==> src/rtl/riscv_core_pkg.sv <==
// Shared core constants: data width and register-file geometry.
package riscv_core_pkg;

    localparam int unsigned XLEN       = 64;
    localparam int unsigned REG_ADDR_W = 5;
    localparam int unsigned NUM_REGS   = 32;

    localparam logic [REG_ADDR_W-1:0] REG_ZERO = '0;

endpackage

==> src/rtl/riscv_core_rr_arb.sv <==
// Combinational round-robin arbiter: the first asserted request at or after
// ptr (wrapping) wins; the pointer register is owned by the caller.
module riscv_core_rr_arb #(
    parameter  int unsigned NREQ = 3,
    localparam int unsigned PW   = (NREQ > 1) ? $clog2(NREQ) : 1
) (
    input  logic [NREQ-1:0] req,
    input  logic [PW-1:0]   ptr,
    output logic [NREQ-1:0] grant,
    output logic [PW-1:0]   idx
);

    logic        found;
    int unsigned pos;

    always_comb begin
        grant = '0;
        idx   = '0;
        found = 1'b0;
        pos   = 0;
        for (int unsigned i = 0; i < NREQ; i++) begin
            pos = (32'(ptr) + i) % NREQ;
            if (!found && req[pos]) begin
                found      = 1'b1;
                grant[pos] = 1'b1;
                idx        = PW'(pos);
            end
        end
    end

endmodule

==> src/rtl/riscv_core_wb_arb.sv <==
// Writeback arbiter: round-robin sharing of the RF write port among NREQ
// requesters, plus a 32-entry busy scoreboard for pending destinations.
module riscv_core_wb_arb #(
    parameter int unsigned NREQ = 3,
    parameter int unsigned XLEN = riscv_core_pkg::XLEN
) (
    input  logic                                    i_wb_clk,
    input  logic                                    i_wb_rst_n,
    input  logic [NREQ-1:0]                         i_wb_req_valid,
    input  logic [NREQ*riscv_core_pkg::REG_ADDR_W-1:0] i_wb_req_rd,
    input  logic [NREQ*XLEN-1:0]                    i_wb_req_data,
    output logic [NREQ-1:0]                         o_wb_req_ready,
    input  logic                                    i_wb_iss_valid,
    input  logic [riscv_core_pkg::REG_ADDR_W-1:0]   i_wb_iss_rd,
    input  logic                                    i_wb_flush,
    output logic [riscv_core_pkg::NUM_REGS-1:0]     o_wb_busy,
    output logic                                    o_wb_rf_we3,
    output logic [riscv_core_pkg::REG_ADDR_W-1:0]   o_wb_rf_a3,
    output logic [XLEN-1:0]                         o_wb_rf_wd3
);

    import riscv_core_pkg::*;

    localparam int unsigned PW = (NREQ > 1) ? $clog2(NREQ) : 1;

    logic [PW-1:0]           ptr;
    logic [PW-1:0]           win;
    logic [NREQ-1:0]         grant;
    logic                    xfer;
    logic                    wr_en;
    logic [REG_ADDR_W-1:0]   sel_rd;
    logic [XLEN-1:0]         sel_data;
    logic [NUM_REGS-1:0]     busy_next;

    riscv_core_rr_arb #(.NREQ(NREQ)) u_arb (
        .req   (i_wb_req_valid),
        .ptr   (ptr),
        .grant (grant),
        .idx   (win)
    );

    assign o_wb_req_ready = i_wb_rst_n ? grant : '0;
    assign xfer           = |(i_wb_req_valid & o_wb_req_ready);

    always_comb begin
        sel_rd   = '0;
        sel_data = '0;
        for (int unsigned k = 0; k < NREQ; k++) begin
            if (grant[k]) begin
                sel_rd   = i_wb_req_rd[k*REG_ADDR_W +: REG_ADDR_W];
                sel_data = i_wb_req_data[k*XLEN +: XLEN];
            end
        end
    end

    // x0 transfers still consume the grant but never reach the RF.
    assign wr_en = xfer && (sel_rd != REG_ZERO);

    // Issue beats writeback on the same register: the new producer supersedes.
    always_comb begin
        busy_next = o_wb_busy;
        for (int unsigned r = 1; r < NUM_REGS; r++) begin
            if (i_wb_iss_valid && (i_wb_iss_rd == REG_ADDR_W'(r)))
                busy_next[r] = 1'b1;
            else if (wr_en && (sel_rd == REG_ADDR_W'(r)))
                busy_next[r] = 1'b0;
        end
        if (i_wb_flush)
            busy_next = '0;
        busy_next[0] = 1'b0;
    end

    always_ff @(posedge i_wb_clk) begin
        if (!i_wb_rst_n) begin
            o_wb_rf_we3 <= 1'b0;
            o_wb_rf_a3  <= '0;
            o_wb_rf_wd3 <= '0;
            o_wb_busy   <= '0;
            ptr         <= '0;
        end else begin
            o_wb_rf_we3 <= wr_en;
            if (wr_en) begin
                o_wb_rf_a3  <= sel_rd;
                o_wb_rf_wd3 <= sel_data;
            end
            if (xfer)
                ptr <= (win == PW'(NREQ - 1)) ? '0 : win + PW'(1);
            o_wb_busy <= busy_next;
        end
    end

endmodule
==> config.mk <==
export PLATFORM = sky130hd
export DESIGN_NAME = riscv_core_wb_arb
export DESIGN_NICKNAME = d
export VERILOG_FILES = /design/src/rtl/riscv_core_pkg.sv /design/src/rtl/riscv_core_rr_arb.sv /design/src/rtl/riscv_core_wb_arb.sv
export SDC_FILE = /design/constraint.sdc
export NUM_CORES = 1
export LEC_CHECK = 0
export ABC_AREA = 1
export BUFFER_PORTS_ARGS = -buffer_cell sky130_fd_sc_hd__buf_2
export CAP_MARGIN = 5
export CORE_AREA = 2 2 127 129
export DETAILED_ROUTE_END_ITERATION = 6
export DIE_AREA = 0 0 129 131
export PLACE_DENSITY = 0.68
export SLEW_MARGIN = 15
export SYNTH_ARGS = -nofsm -noshare
export SYNTH_HDL_FRONTEND = slang
export SYNTH_HIERARCHICAL = 1
export SYNTH_SLANG_ARGS = --single-unit
export TNS_END_PERCENT = 10
==> constraint.sdc <==
create_clock -name i_wb_clk -period 3.2 [get_ports i_wb_clk]
set_clock_uncertainty 0.05 [all_clocks]
set_input_delay 0.48 -clock i_wb_clk [delete_from_list [all_inputs] [get_ports i_wb_clk]]
set_output_delay 0.48 -clock i_wb_clk [all_outputs]
set_load 0.02 [all_outputs]
==> After elaboration in Yosys (flattened, before gate mapping) <==
Cells that the tools add are included.
{ "word_totals": {"register_bits": 104, "in_bits": 219, "elab_cells": 309} }
{ "op_classes": {"addsub": 3, "div_mod_pow": 3, "order_cmp": 6, "eq_ne": 63, "mux": 90, "bitwise": 4, "reduce_logical": 104} }
{ "ops": {"columns": ["op", "count"], "rows": [
  ["$mux W64", 3],
  ["$eq A5 B5 Y1 const B", 32],
  ["$ge A32 B1 Y1 const B", 3],
  ["$lt A32 B3 Y1 const B", 3],
  ["$eq A5 B4 Y1 const B", 16],
  ["$mux W1", 70],
  ["$logic_and A1 B1 Y1", 68],
  ["$mod A32 B2 Y32 const B", 2],
  ["$reduce_bool A2 Y1", 31],
  ["$eq A5 B3 Y1 const B", 8],
  ["$mod A2 B2 Y32 const B", 1],
  ["$eq A5 B2 Y1 const B", 4],
  ["$mux W5", 3],
  ["$mux W3", 4],
  ["$eq A5 B1 Y1 const B", 2],
  ["$mux W2", 4],
  ["$bmux W1 S2", 3],
  ["$demux W1 S2", 3],
  ["$or A3 B3 Y3", 2],
  ["$reduce_bool A5 Y1", 1],
  ["$add A2 B1 Y3 const B", 1],
  ["$add A2 B2 Y3 const B", 1],
  ["$and A3 B3 Y3", 1],
  ["$reduce_or A3 Y1", 1],
  ["5 further kinds", 6]
]} }

==> Longest topological paths before layout <==
{ "depth": {"word_depth": 18, "mapped_depth": 25} }

==> By module <==
Netlist, hierarchy kept.
{ "modules_own_cells": {"columns": ["mod", "n_inst", "cells_per_inst", "area_per_inst_um2", "seq_area_each_um2"], "rows": [
  ["riscv_core_wb_arb", 1, 799, 5434.0, 2062.0],
  ["riscv_core_rr_arb", 1, 62, 316.6, 0.0]
]} }

==> Worst setup path before layout <==
No wires, ideal clock.
{ "synth_path": {"path_kind": "reg-to-reg", "startpoint": "register ptr[0]", "endpoint": "register o_wb_busy[10] (netlist bit)", "setup_time_ns": 0.132, "t_arrival_ns": 2.556, "path_slack_ns": 0.461, "path_stages_with_launch": 22, "path_buffers": 3, "period_less_slack_ns": 2.739, "cell_sequence": "dfxtp_1 > inv_1 > ha_1 > buf_4 > nand2_1 > nand3_1 > nand2_1 > nand3_1 > nand2_2 > inv_2 > nand2_1 > buf_2 > nand2_1 > inv_1 > nand2_1 > nand3_2 > inv_2 > nor2_4 > buf_2 > nand3_1 > nand2_1 > a21oi_1"} }
{ "synth_rtl": {"columns": ["element", "line_no", "rtl"], "rows": [
  ["start: declaration", "riscv_core_wb_arb.sv:26", "logic [PW-1:0] ptr;"],
  ["start signal: assignment", "riscv_core_wb_arb.sv:87", "ptr <= (win == PW'(NREQ - 1)) ? '0 : win + PW'(1);"],
  ["$add A2 B1 Y3 / $mod A2 B2 Y32 (equally long branches)", "riscv_core_rr_arb.sv:22", "pos = (32'(ptr) + i) % NREQ;"],
  ["$mod A32 B2 Y32 (tied with other cells)", "riscv_core_rr_arb.sv:22", null],
  ["$ge A32 B1 Y1 (not written as such) (tied with other cells)", "riscv_core_rr_arb.sv:25", "grant[pos] = 1'b1;"],
  ["$logic_and A1 B1 Y1 (not written as such) (tied with other cells)", "riscv_core_rr_arb.sv:25", null],
  ["$mux W1 (not written as such) (tied with other cells)", "riscv_core_rr_arb.sv:25", null],
  ["$demux W1 S2 (tied with other cells)", null, null],
  ["$or A3 B3 Y3 (no source line) / $mux W1 (equally long branches)", null, null],
  ["$mux W3 / $logic_not A1 Y1 (equally long branches)", "riscv_core_rr_arb.sv:23", "if (!found && req[pos]) begin"],
  ["(+2 left out)", null, null],
  ["named net grant[1]", "riscv_core_wb_arb.sv:28", "logic [NREQ-1:0] grant;"],
  ["$mux W3 *", "riscv_core_wb_arb.sv:42", "assign o_wb_req_ready = i_wb_rst_n ? grant : '0;"],
  ["named net o_wb_req_ready[1]", "riscv_core_wb_arb.sv:12", "output logic [NREQ-1:0] o_wb_req_ready,"],
  ["$and A3 B3 Y3 *", "riscv_core_wb_arb.sv:43", "assign xfer = |(i_wb_req_valid & o_wb_req_ready);"],
  ["$reduce_or A3 Y1 *", "riscv_core_wb_arb.sv:43", null],
  ["$logic_and A1 B1 Y1 *", "riscv_core_wb_arb.sv:57", "assign wr_en = xfer && (sel_rd != REG_ZERO);"],
  ["$logic_and A1 B1 Y1 *", "riscv_core_wb_arb.sv:65", "else if (wr_en && (sel_rd == REG_ADDR_W'(r)))"],
  ["$reduce_bool A2 Y1 (no source line) *", null, null],
  ["end signal: assignment", "riscv_core_wb_arb.sv:88", "o_wb_busy <= busy_next;"],
  ["end: declaration", "riscv_core_wb_arb.sv:16", "output logic [riscv_core_pkg::NUM_REGS-1:0] o_wb_busy,"]
]} }
The timed path passes the listed nets; every way through them passes the cells marked *. The select of a mux whose other input is x is not followed.
A chain may end at the register's enable or synchronous reset.

==> Final worst setup path <==
{ "layout_path": {"startpoint": "register ptr[1]", "endpoint": "register o_wb_rf_wd3[41]"} }
{ "layout_rtl": {"columns": ["element", "line_no", "rtl"], "rows": [
  ["$add A2 B1 Y3 / $mod A2 B2 Y32 (equally long branches)", "riscv_core_rr_arb.sv:22", null],
  ["$mod A32 B2 Y32 (tied with other cells)", "riscv_core_rr_arb.sv:22", null],
  ["$ge A32 B1 Y1 (not written as such) (tied with other cells)", "riscv_core_rr_arb.sv:25", null],
  ["$logic_and A1 B1 Y1 (not written as such) (tied with other cells)", "riscv_core_rr_arb.sv:25", null],
  ["$mux W1 (not written as such) (tied with other cells)", "riscv_core_rr_arb.sv:25", null],
  ["$demux W1 S2 (tied with other cells)", null, null],
  ["$or A3 B3 Y3 (no source line) / $mux W1 (equally long branches)", null, null],
  ["$mux W3 / $logic_not A1 Y1 (equally long branches)", "riscv_core_rr_arb.sv:23", null],
  ["$or A3 B3 Y3 (no source line) / $logic_and A1 B1 Y1 (equally long branches)", null, null],
  ["$mux W3 *", "riscv_core_rr_arb.sv:23", null],
  ["named net grant[1]", "riscv_core_wb_arb.sv:28", null],
  ["$mux W5 / $mux W3 (equally long branches)", "riscv_core_wb_arb.sv:49, riscv_core_wb_arb.sv:42", null],
  ["$mux W5 / $and A3 B3 Y3 (equally long branches)", "riscv_core_wb_arb.sv:49, riscv_core_wb_arb.sv:43", null],
  ["$reduce_bool A5 Y1 / $reduce_or A3 Y1 (equally long branches)", "riscv_core_wb_arb.sv:57, riscv_core_wb_arb.sv:43", null],
  ["$logic_and A1 B1 Y1", "riscv_core_wb_arb.sv:57", null],
  ["end signal: assignment", "riscv_core_wb_arb.sv:84", "o_wb_rf_wd3 <= sel_data;"],
  ["end: declaration", "riscv_core_wb_arb.sv:19", "output logic [XLEN-1:0] o_wb_rf_wd3"]
]} }
Marked as above.

==> flow_summary.json <==
{
  "num-nets-final": 1367,
  "synth_cells": 861,
  "port_buffers": 322,
  "area_growth_pct": 34.7,
  "hpwlAfterDp_um": 14400,
  "synth.top_cell.area_share_pct": 35.9,
  "finalSetupViolations": 0,
  "synth_cell_types": 31,
  "yosysTopAreaCell": "dfxtp_1",
  "synth_common_cells": "318 x nand2_1, 103 x dfxtp_1, 84 x nand3_1",
  "fillCellCount": 1636,
  "finish.utilization_pct": 49.6,
  "design.core.area_um2": 15600,
  "root_buffer": "clkbuf_16",
  "antenna_left": 0,
  "min_path_type": "in -> reg",
  "ys_warn_count": 6,
  "arrival_ns": 3.09,
  "p_leak_nw": 3.87,
  "grt_pass1_vias": 6059,
  "intPower_mw": 3.98,
  "io_pins": 324,
  "synth.avg_cell_area_um2": 6.68,
  "power_frac_comb_pct": 64.6,
  "antenna_found_initial": 1,
  "clockBufferDepth": 2,
  "synthFlopType": "dfxtp_1",
  "die_h_um": 131,
  "hold_viol_final": 0,
  "clk_pin_slew_ns": 0.07,
  "status": "finished, final reports clean",
  "p_clk_share_pct": 12.2,
  "h-tree-depth": 3,
  "synth.area.top_cells": "dfxtp_1 36%, nand2_1 21%, a22oi_1 8.4%",
  "layout-drive-gt1-share_pct": 34.4,
  "crit_path_start_kind": "flop",
  "async_flop_share_pct": 0,
  "cp_max_fo": 15,
  "drt_pass1_iterations": 5,
  "die_x_um": 129,
  "cts_resized": 0,
  "rows": 46,
  "cp-end-kind": "flop",
  "grt_usage_pct": 22.1,
  "ys_seq_area_share_pct": 35.9,
  "syn_area_um2": 5750,
  "drc": 0,
  "post-route-period-util_pct": 91.0,
  "wl_per_cell_um": 14.2,
  "numClockSinks": 103,
  "dieArea_um2": 16900,
  "maxCapViolCount": 0,
  "clkLatencyLatePin_ns": 0.34,
  "switching_share_pct": 51.9,
  "grt_remaining_overflow": 0,
  "synth_edf_count": 0,
  "p_seq_share_pct": 23.2,
  "routed_wirelength_um": 19400,
  "relSlewSlack_pct": 29.2,
  "fmax_ghz": 0.343,
  "fin_crit_ns": 2.91,
  "cts_tree": "built",
  "cp_data_required_time_ns": 3.38,
  "criticalPathCategory": "reg -> reg",
  "globalplace.congestion": 0.868,
  "finalPower_mw": 8.28,
  "synth.ff_latch_count": 103,
  "p_switching_mw": 4.30,
  "viasPerCell": 4.84,
  "synth_fp_nets": 1084,
  "max-vdd-ir-drop_mv": 0.918,
  "synth.most_common_cell": "nand2_1",
  "cts_buffers": 9,
  "worst_pin_slew_ns": 1.06,
  "grt_pass1_wl_um": 29800,
  "slew_violations": 0,
  "drtIter0Drc": 412,
  "postCtsSetupBuffers": 0,
  "vias": 6612,
  "start_util_pct": 36.9,
  "power_density_nw_per_um2": 1070,
  "ctsHoldBuffers": 0,
  "grt_max_degree": 129
}
-- state kept, by name, indices dropped and copies added, names as in the netlist --
name	count
o_wb_rf_we3	1
o_wb_rf_a3	5
o_wb_busy	31
ptr	2
o_wb_rf_wd3	64
-- worst paths after layout --
kind                endpoint  slack (ns)  depth (start not counted)               start
max reg2reg  o_wb_rf_wd3[41]        0.29                         19              ptr[1]
min reg2reg    o_wb_busy[19]        0.41                          2       o_wb_busy[19]
max          o_wb_rf_wd3[41]        0.29                         19              ptr[1]
min          o_wb_rf_wd3[22]        0.39                          5  i_wb_req_data[150]
-- per-stage QoR --
step	setup TNS (ns)	cell area (um^2)	setup WS [ns]	hold WS [ns]	std cells
6_report	0	7740	0.288	0.387	1365
5_1_grt	-0.835	7740	-0.0558	0.398	1365
4_1_cts	0	7690	0.137	0.373	1363
3_5_place_dp	0	7420	0.162	0.397	1348
3_3_place_gp	0	7420	0.259	0.395	1348
2_1_floorplan	0	5750	0.461	0.477	861
-- power by group through the flow --
stage	Clock (mW)	Combinational [mW]	Sequential [mW]
6_report	1.01	5.35	1.92
5_1_grt	1.10	5.99	1.98
4_1_cts	1.04	5.25	1.92
3_5_place_dp	0	5.24	1.95
3_3_place_gp	0	5.19	1.94
2_1_floorplan	0	3.41	2.44
-- cells in the final DEF (no fill, tap or decap), types with 12 or more instances in the layout --
| master | Yosys | routed |
|---|---|---|
| a21oi_1 | 35 | 35 |
| a22oi_1 | 64 | 64 |
| buf_2 | 8 | 322 |
| dfxtp_1 | 103 | 103 |
| inv_1 | 25 | 25 |
| nand2_1 | 318 | 316 |
| nand3_1 | 84 | 84 |
| nand3_2 | 12 | 12 |
| nor2_1 | 42 | 41 |
| o21ai_0 | 69 | 69 |
-- final cells by class --
cell class | instances | area, um^2 | area share, %
diodes | 1 | 2.50 | 0.0323
clock buffers | 11 | 233 | 3.01
clock inverters | 4 | 32.5 | 0.420
inverters | 37 | 144 | 1.86
multi-input cells | 657 | 3210 | 41.4
flip-flops and latches | 103 | 2060 | 26.6
well taps | 216 | 270 | 3.49
repair buffers | 336 | 1790 | 23.1
-- worst max-delay path, cell delays in order (launching register included) --
cell	delay (ns)
dfxtp_1	0.42
inv_1	0.09
ha_1	0.27
nand2_1	0.10
nand3_2	0.10
nand2_4	0.11
nand4_1	0.20
nand2_4	0.21
inv_2	0.06
nand3_1	0.07
nand2_1	0.05
nand2_1	0.14
nand2_2	0.13
nor2_4	0.15
nor2_4	0.06
nor2_8	0.15
inv_4	0.10
buf_4	0.20
nand2_1	0.07
nand2_1	0.05
-- metal layers --
layer  global-route usage (%)  routed length (um)  share of wire [%]  vias to the layer above
li1                         -                   -                  -                     3419
met1                     26.0                7900                 41                     2928
met2                     39.0                9690                 50                      239
met3                     6.23                1430                7.4                       26
met4                     7.42                 355                1.8                        0
met5                        0                   0                  0                        -
-- kinds of logic after synthesis --
family / Yosys count / synth area share, %
AOI/OAI and AO/OA: 176 / 18.3
adders and majority gates: 4 / 0.870
buffers and inverters: 101 / 8.96
DFF: 103 / 35.9
other: 1 / 0.0652
and+or+nand+nor: 476 / 35.9
No activity file was read; power rests on OpenSTA's default activity.
